--- src/rtl/event_generator.sv ---
// Event generator: bursts of rectangular pulses between two signed levels.
// A trigger rising edge starts a burst of `count` pulses (0 = continuous);
// each pulse is w cycles at high_level followed by p-w cycles at low_level.
module event_generator #(
  parameter int DW = 16,
  parameter int CW = 16
) (
  input  logic                 clk,
  input  logic                 reset,
  input  logic                 trig,
  input  logic                 stop,
  input  logic [CW-1:0]        period,
  input  logic [CW-1:0]        width,
  input  logic [CW-1:0]        count,
  input  logic signed [DW-1:0] high_level,
  input  logic signed [DW-1:0] low_level,
  output logic signed [DW-1:0] dout,
  output logic                 marker,
  output logic                 busy,
  output logic                 done,
  output logic [CW-1:0]        emitted
);

  typedef enum logic [1:0] {S_IDLE, S_HIGH, S_LOW} state_t;

  state_t               r_state;
  logic                 r_trig_q;
  logic [CW-1:0]        r_cnt;
  logic [CW-1:0]        r_w_m1;
  logic [CW-1:0]        r_l_m1;
  logic [CW-1:0]        r_count;
  logic signed [DW-1:0] r_high;
  logic signed [DW-1:0] r_low;
  logic signed [DW-1:0] r_dout;
  logic                 r_marker;
  logic                 r_busy;
  logic                 r_done;
  logic [CW-1:0]        r_emitted;

  logic                 w_trig_edge;
  logic [CW-1:0]        w_w_eff;
  logic [CW-1:0]        w_w_m1;
  logic [CW-1:0]        w_l_m1;
  logic                 w_more;

  assign w_trig_edge = trig & ~r_trig_q;

  // Phase reload values are stored minus one so the down-counter ends at 0.
  // p = max(period, w+1) means the low phase is period-w when period > w,
  // else exactly 1 cycle; computing it this way never needs a CW+1 bit sum.
  assign w_w_eff = (width == '0) ? CW'(1) : width;
  assign w_w_m1  = w_w_eff - CW'(1);
  assign w_l_m1  = (period > w_w_eff) ? (period - w_w_eff - CW'(1)) : '0;

  // Another pulse is due at the end of LOW in continuous mode or while short of count
  assign w_more = (r_count == '0) || (r_emitted < r_count);

  // Main FSM; every output is a register updated here
  always_ff @(posedge clk or negedge reset) begin
    if (!reset) begin
      r_state   <= S_IDLE;
      r_trig_q  <= 1'b1;  // a trig held high through reset must not look like an edge
      r_cnt     <= '0;
      r_w_m1    <= '0;
      r_l_m1    <= '0;
      r_count   <= '0;
      r_high    <= '0;
      r_low     <= '0;
      r_dout    <= '0;
      r_marker  <= 1'b0;
      r_busy    <= 1'b0;
      r_done    <= 1'b0;
      r_emitted <= '0;
    end else begin
      r_trig_q <= trig;
      r_done   <= 1'b0;
      if (stop) begin
        // Abort wins over everything, including a same-cycle trigger; emitted is kept
        r_state  <= S_IDLE;
        r_dout   <= low_level;
        r_marker <= 1'b0;
        r_busy   <= 1'b0;
      end else begin
        case (r_state)
          S_IDLE: begin
            r_dout   <= low_level;
            r_marker <= 1'b0;
            r_busy   <= 1'b0;
            if (w_trig_edge) begin
              r_w_m1    <= w_w_m1;
              r_l_m1    <= w_l_m1;
              r_count   <= count;
              r_high    <= high_level;
              r_low     <= low_level;
              r_cnt     <= w_w_m1;
              r_state   <= S_HIGH;
              r_dout    <= high_level;
              r_marker  <= 1'b1;
              r_busy    <= 1'b1;
              r_emitted <= CW'(1);
            end
          end
          S_HIGH: begin
            if (r_cnt == '0) begin
              r_state  <= S_LOW;
              r_cnt    <= r_l_m1;
              r_dout   <= r_low;
              r_marker <= 1'b0;
            end else begin
              r_cnt <= r_cnt - CW'(1);
            end
          end
          S_LOW: begin
            if (r_cnt == '0) begin
              if (w_more) begin
                r_state   <= S_HIGH;
                r_cnt     <= r_w_m1;
                r_dout    <= r_high;
                r_marker  <= 1'b1;
                // saturate in continuous mode; finite bursts never reach all-ones here
                if (r_emitted != '1) r_emitted <= r_emitted + CW'(1);
              end else begin
                r_state  <= S_IDLE;
                r_dout   <= low_level;
                r_marker <= 1'b0;
                r_busy   <= 1'b0;
                r_done   <= 1'b1;
              end
            end else begin
              r_cnt <= r_cnt - CW'(1);
            end
          end
          default: begin
            r_state  <= S_IDLE;
            r_dout   <= low_level;
            r_marker <= 1'b0;
            r_busy   <= 1'b0;
          end
        endcase
      end
    end
  end

  assign dout    = r_dout;
  assign marker  = r_marker;
  assign busy    = r_busy;
  assign done    = r_done;
  assign emitted = r_emitted;

endmodule

--- config.mk ---
export PLATFORM = sky130hd
export DESIGN_NAME = event_generator
export DESIGN_NICKNAME = d
export VERILOG_FILES = /design/src/rtl/event_generator.sv
export SDC_FILE = /design/constraint.sdc
export NUM_CORES = 1
export LEC_CHECK = 0
export ABC_AREA = 1
export BUFFER_PORTS_ARGS = -buffer_cell sky130_fd_sc_hd__buf_2
export CAP_MARGIN = 20
export CORE_MARGIN = 3
export CORE_UTILIZATION = 55
export DETAILED_ROUTE_END_ITERATION = 8
export PLACE_DENSITY = 0.77
export SYNTH_ARGS = -nofsm -noshare
export SYNTH_HDL_FRONTEND = slang
export SYNTH_SLANG_ARGS = --single-unit
--- constraint.sdc ---
create_clock -name clk -period 2.3 [get_ports clk]
set_input_delay 0.23 -clock clk [delete_from_list [all_inputs] [get_ports clk]]
set_output_delay 0.23 -clock clk [all_outputs]
set_load 0.05 [all_outputs]
* Yosys cells after proc, flatten, opt, wreduce, memory -nomap -nowiden
Cells that the tools add are included.
Operators by class: add/sub/neg operators 5, $lt $le $gt $ge 2, equality and inequality tests 13, muxes and demuxes 38, bitwise logic cells 3, reductions and logical operators 13
Operators by type and width (number):
- $mux 16 | 15
- $pmux 16 s3 | 2
- $logic_not 16->1 | 3
- $sub 16x1->16 const B | 3
- $pmux 16 s2 | 1
- $add 16x1->16 const B | 1
- $gt 16x16->1 | 1
- $lt 16x16->1 | 1
- $ne 16x16->1 const B | 1
- $sub 16x16->16 | 1
- $ne 3x3->1 const B | 5
- $mux 1 | 13
- $ne 2x2->1 const B | 5
- $reduce_and 3->1 | 3
- $mux 2 | 4
- $pmux 1 s3 | 2
- $pmux 2 s3 | 1
- $reduce_and 6->1 | 1
- $reduce_and 4->1 | 1
- $reduce_bool 3->1 | 1
- $eq 2x1->1 const B | 1
- $eq 2x2->1 const B | 1
- $logic_not 2->1 | 1
- $not 1->1 | 2
- other kinds (4) | 4
Storage, ports and cells: flip-flop bits (word level) 134, input port bits 84, output and inout bits 35, word-level logic and storage cells 87

* Depth between registers and ports, before layout
word-level depth 6, mapped depth 20, gate-level depth less buffers 20

* Worst setup path after synthesis
No wires, ideal clock.
kind input -> register, from input port width[6], to register r_l_m1[14], setup time 123 ps, data arrival time 2300 ps, data required time 2177 ps, path slack -124 ps, stages 20, path buffers 0, cell sequence inv_1 -> nand2_1 -> nor2_1 -> nand2_1 -> nor2_1 -> nand2_1 -> nand2_2 -> inv_1 -> ha_1 -> inv_1 -> fa_1 -> o21ai_0 -> nand2_1 -> nand2_1 -> nand2_1 -> nand2_1 -> a21o_1 -> a21oi_1 -> o21ai_0 -> nand2_1
Between the ends: cells in the longest elaborated chain, start to end 5, elaborated cells on any way between the ends 6, classes of those cells 2 x add/sub; 1 x order compare; 2 x mux; 1 x reduce/logical
RTL lines:
- start, declared | RTL line 13 | input logic [CW-1:0] width,
- $logic_not 16->1 | RTL line 51 | assign w_w_eff = (width == '0) ? CW'(1) : width;
- $mux 16 (*) | RTL line 51
- $sub 16x16->16 | RTL line 53 | assign w_l_m1 = (period > w_w_eff) ? (period - w_w_eff - CW'(1)) : '0;
- $sub 16x1->16 | RTL line 53
- $mux 16 (*) | RTL line 53
- end signal, assigned | RTL line 91 | r_l_m1 <= w_l_m1;
- end, declared | RTL line 30 | logic [CW-1:0] r_l_m1;
Mark *: on every way between the ends. The rest lies on a longest branch, timed or not. A chain may end at the register's enable or synchronous reset.

* Final worst setup path
from register r_cnt[0], to register r_cnt[7]
Between the ends: cells in the longest elaborated chain, start to end 3, elaborated cells on any way between the ends 7, classes of those cells 1 x add/sub; 1 x eq/ne; 3 x mux; 2 x reduce/logical
RTL lines:
- start, declared | RTL line 28 | logic [CW-1:0] r_cnt;
- start signal, assigned | RTL line 95 | r_cnt <= w_w_m1;
- start signal, assigned | RTL line 106 | r_cnt <= r_l_m1;
- start signal, assigned | RTL line 110 | r_cnt <= r_cnt - CW'(1);
- $sub 16x1->16 or $logic_not 16->1 (tied branches)
- $mux 16, or another cell as far along | RTL line 114 | if (r_cnt == '0) begin
- $pmux 16 s3 or $reduce_and 4->1 (tied branches)
Several ways; a longest one is shown, not always the timed one.

==> results.yml <==
sta:
  fmax_mhz: 463
  relSlewSlack_pct: 65.9
  tightest_slew_ns: 0.511
  min_period_ns: 2.16
  rsz0062_at_grt: "no"
  hold_violations: 0
  fin_worst_skew_ns: 0.00622
  tns_ns: 0
  worst_slack_ns: 0.142
  maxSlewViolCount: 0
  post-route-period-util_pct: 93.8
  setup_viol: 0
critical_path:
  cp-start-kind: "register"
  max_stage_delay_ns: 0.36
  cp_cell_sequence: "inv_1 -> ha_1 -> nand2_1 -> nor3_4 -> nand3_4 -> buf_4 -> o21ai_1 -> nand2_1 -> o21ai_1 -> nand2_1 -> nand3_1 -> o21ai_2"
  path_buf_inv: 2
  crit_fanout: 7
  cpMostUsedCell: "nand2_1"
  crit_family: "simple AND/OR/NAND/NOR gates"
  slowest_stage: "dfrtp_1"
  worstPathArrival_ns: 2.47
  critical_path_required_ns: 2.61
  criticalPathCategory: "register to register"
  cp-end-kind: "register"
synth:
  synth_ff_type: "dfrtp_1"
  avgSynthCellArea_um2: 7.47
  synthArstFlopShare_pct: 100
  ys_seq_area_share_pct: 38.5
  synth_nets: 1295
  synthesis.instances: 1168
  synth_edf_count: 0
  synthesis.area_um2: 8720
  synth-seq-cells: 134
  synth_cell_types: 49
  yosysWarnings: 0
  synth_largest_area_cell: "dfrtp_1"
  netlist_top_cells_area: "dfrtp_1 (38%), nand2_1 (14%), ha_1 (6.0%)"
  netlist.area_leader.share_pct: 38.2
final_layout:
  n_antenna_cell: 0
  final_net_count: 1452
  nFillCells: 1302
  layout_commonest_cell: "nand2_1"
  layout_common_cells: "nand2_1 (329), dfrtp_1 (133), buf_2 (117)"
  drive_gt1_share_pct: 22.0
  stdcell_count: 1549
  areaGrowthSynthToFinish_pct: 20.8
die:
  die_y_um: 132
  dieArea_um2: 17400
  fp-row-count: 45
  core_um2: 15400
  ios: 119
  die-width_um: 132
  start_util_pct: 56.7
clock_network:
  numClockSinks: 134
  clockRootBuffer: "clkbuf_16"
  cts_tree: "yes"
  clockBufferDepth: 2
  clk_pin_slew_ns: 0.06
  cts-htree-levels: 4
  clk_latency_ns: 0.43
  cts_buffers: 17
route:
  detail_route.drc_violations: 0
  vias: 8528
  viasPerCell: 5.51
  dr.pass1.iters: 5
  first_iter_violations: 722
  wirelength_um: 24500
  post_drt_wl_per_cell_um: 15.8
  ant_nets: 0
pwr:
  pwr_density_cell_nw_per_um2: 1130
  ir_worst_vdd_mv: 0.672
  finalPower_uw: 11900
  p_leak_uw: 0.00538
global_routing:
  grt_max_degree: 63
  antenna_found_initial: 0
  grt_pass1_vias: 8261
  grt_use_total_pct: 28.5
  overflow: 0
  grt_pass1_wl_um: 40700
placed_design:
  numPortBuffers: 118
  placedCellCount: 1511
  dpl.hpwl_um: 17600
  pre_cts_ws_ns: -0.0694
  place_congestion: 0.938
outcome:
  run_status: "finished clean"
min_path:
  holdCritPathClass: "input pin to register"
job:
  maxCapViolCount: 0
metal layers:
metal	vias to the layer above	share of wire [%]	track usage [%]
li1	4131	-	-
met1	3932	42	36.8
met2	401	48	46.8
met3	64	7.0	4.77
met4	0	3.9	14.1
met5	-	0	0
through the flow:
| stage | util, % | hold slack (ns) | area (um2) |
|---|---|---|---|
| detailed placement | 63.9 | 0.198 | 9820 |
| global placement | 63.9 | 0.192 | 9820 |
| finish | 68.5 | 0.0224 | 10500 |
| global route | 68.5 | 0.0212 | 10500 |
| CTS | 68.2 | 0.00944 | 10500 |
| floorplan | - | -0.0656 | 8720 |
Yosys cell counts, types with 2 or more instances:
cell	number
a21o_1	2
a21oi_1	63
a21oi_2	12
a22o_1	13
a31oi_1	9
buf_1	2
buf_2	13
buf_4	2
buf_6	5
buf_8	2
clkbuf_1	22
dfrtp_1	133
ha_1	42
inv_1	109
inv_2	6
nand2_1	329
nand2_2	17
nand3_1	72
nand3_2	2
nand3_4	3
nand4_1	5
nor2_1	88
nor2_2	4
nor2_4	3
nor3_1	12
nor3_2	3
nor4_1	7
o211ai_1	2
o21ai_0	79
o21ai_1	33
o21ai_2	19
o22ai_1	4
xnor2_1	4
xor2_1	32
registers in the layout (all words and copies together) (netlist names):
register,flops
busy,1
done,1
dout,16
emitted,16
marker,1
r_cnt,16
r_count,16
r_high,16
r_l_m1,16
r_low,16
r_state,2
r_trig_q,1
r_w_m1,16
path summary, 6_finish.rpt:
check | end | slack (ns) | depth (start not counted) | startpoint
min in group asynchronous | emitted[2] | 0.31 | 2 | reset
min | r_count[1] | 0.02 | 3 | count[1]
max in group asynchronous | r_cnt[13] | 1.28 | 3 | reset
max | r_cnt[7] | 0.14 | 12 | r_cnt[0]
min reg2reg | r_w_m1[2] | 0.47 | 2 | r_w_m1[2]
max reg2reg | r_cnt[7] | 0.14 | 12 | r_cnt[0]
tightest hold or removal path, delay by kind of cell:
kind | cells | cell delay [ns]
buffers and inverters | 1 | 0.07
AOI/OAI and AO/OA | 1 | 0.06
and+or+nand+nor | 1 | 0.04
repair_timing:
| action | in CTS | in global routing |
|---|---|---|
| setup buffers | 0 | 2 |
| endpoints found under the hold margin | 44 | 0 |
| hold buffers | 2 | 0 |
| setup endpoints to repair | 0 | 41 |
| gates resized for setup | 0 | 7 |
layout make-up:
| class | count | area (um2) | share of cell area, % |
|---|---|---|---|
| multi-input combinational | 871 | 4690 | 44.5 |
| clock buffer | 20 | 457 | 4.34 |
| timing repair buffer | 182 | 1120 | 10.6 |
| sequential | 134 | 3350 | 31.8 |
| tap | 211 | 264 | 2.51 |
| clock inverter | 12 | 175 | 1.66 |
| timing repair inverter | 1 | 8.76 | 0.0831 |
| inverter | 118 | 464 | 4.41 |
where the power goes:
part | switching (uW) | internal [uW]
clock network | 1050 | 1870
registers | 644 | 3330
logic | 3340 | 1650
total | 5030 | 6850
cell families after synthesis:
kind of cell | after synthesis | synth area share, %
AND/OR/NAND/NOR | 550 | 27.3
flip-flops | 134 | 38.5
adder cells (fa/ha/maj) | 43 | 6.26
AO/OA/AOI/OAI | 241 | 16.3
XOR/XNOR | 36 | 3.62
buffers and inverters | 164 | 8.12
No activity file was read; power rests on OpenSTA's default activity.
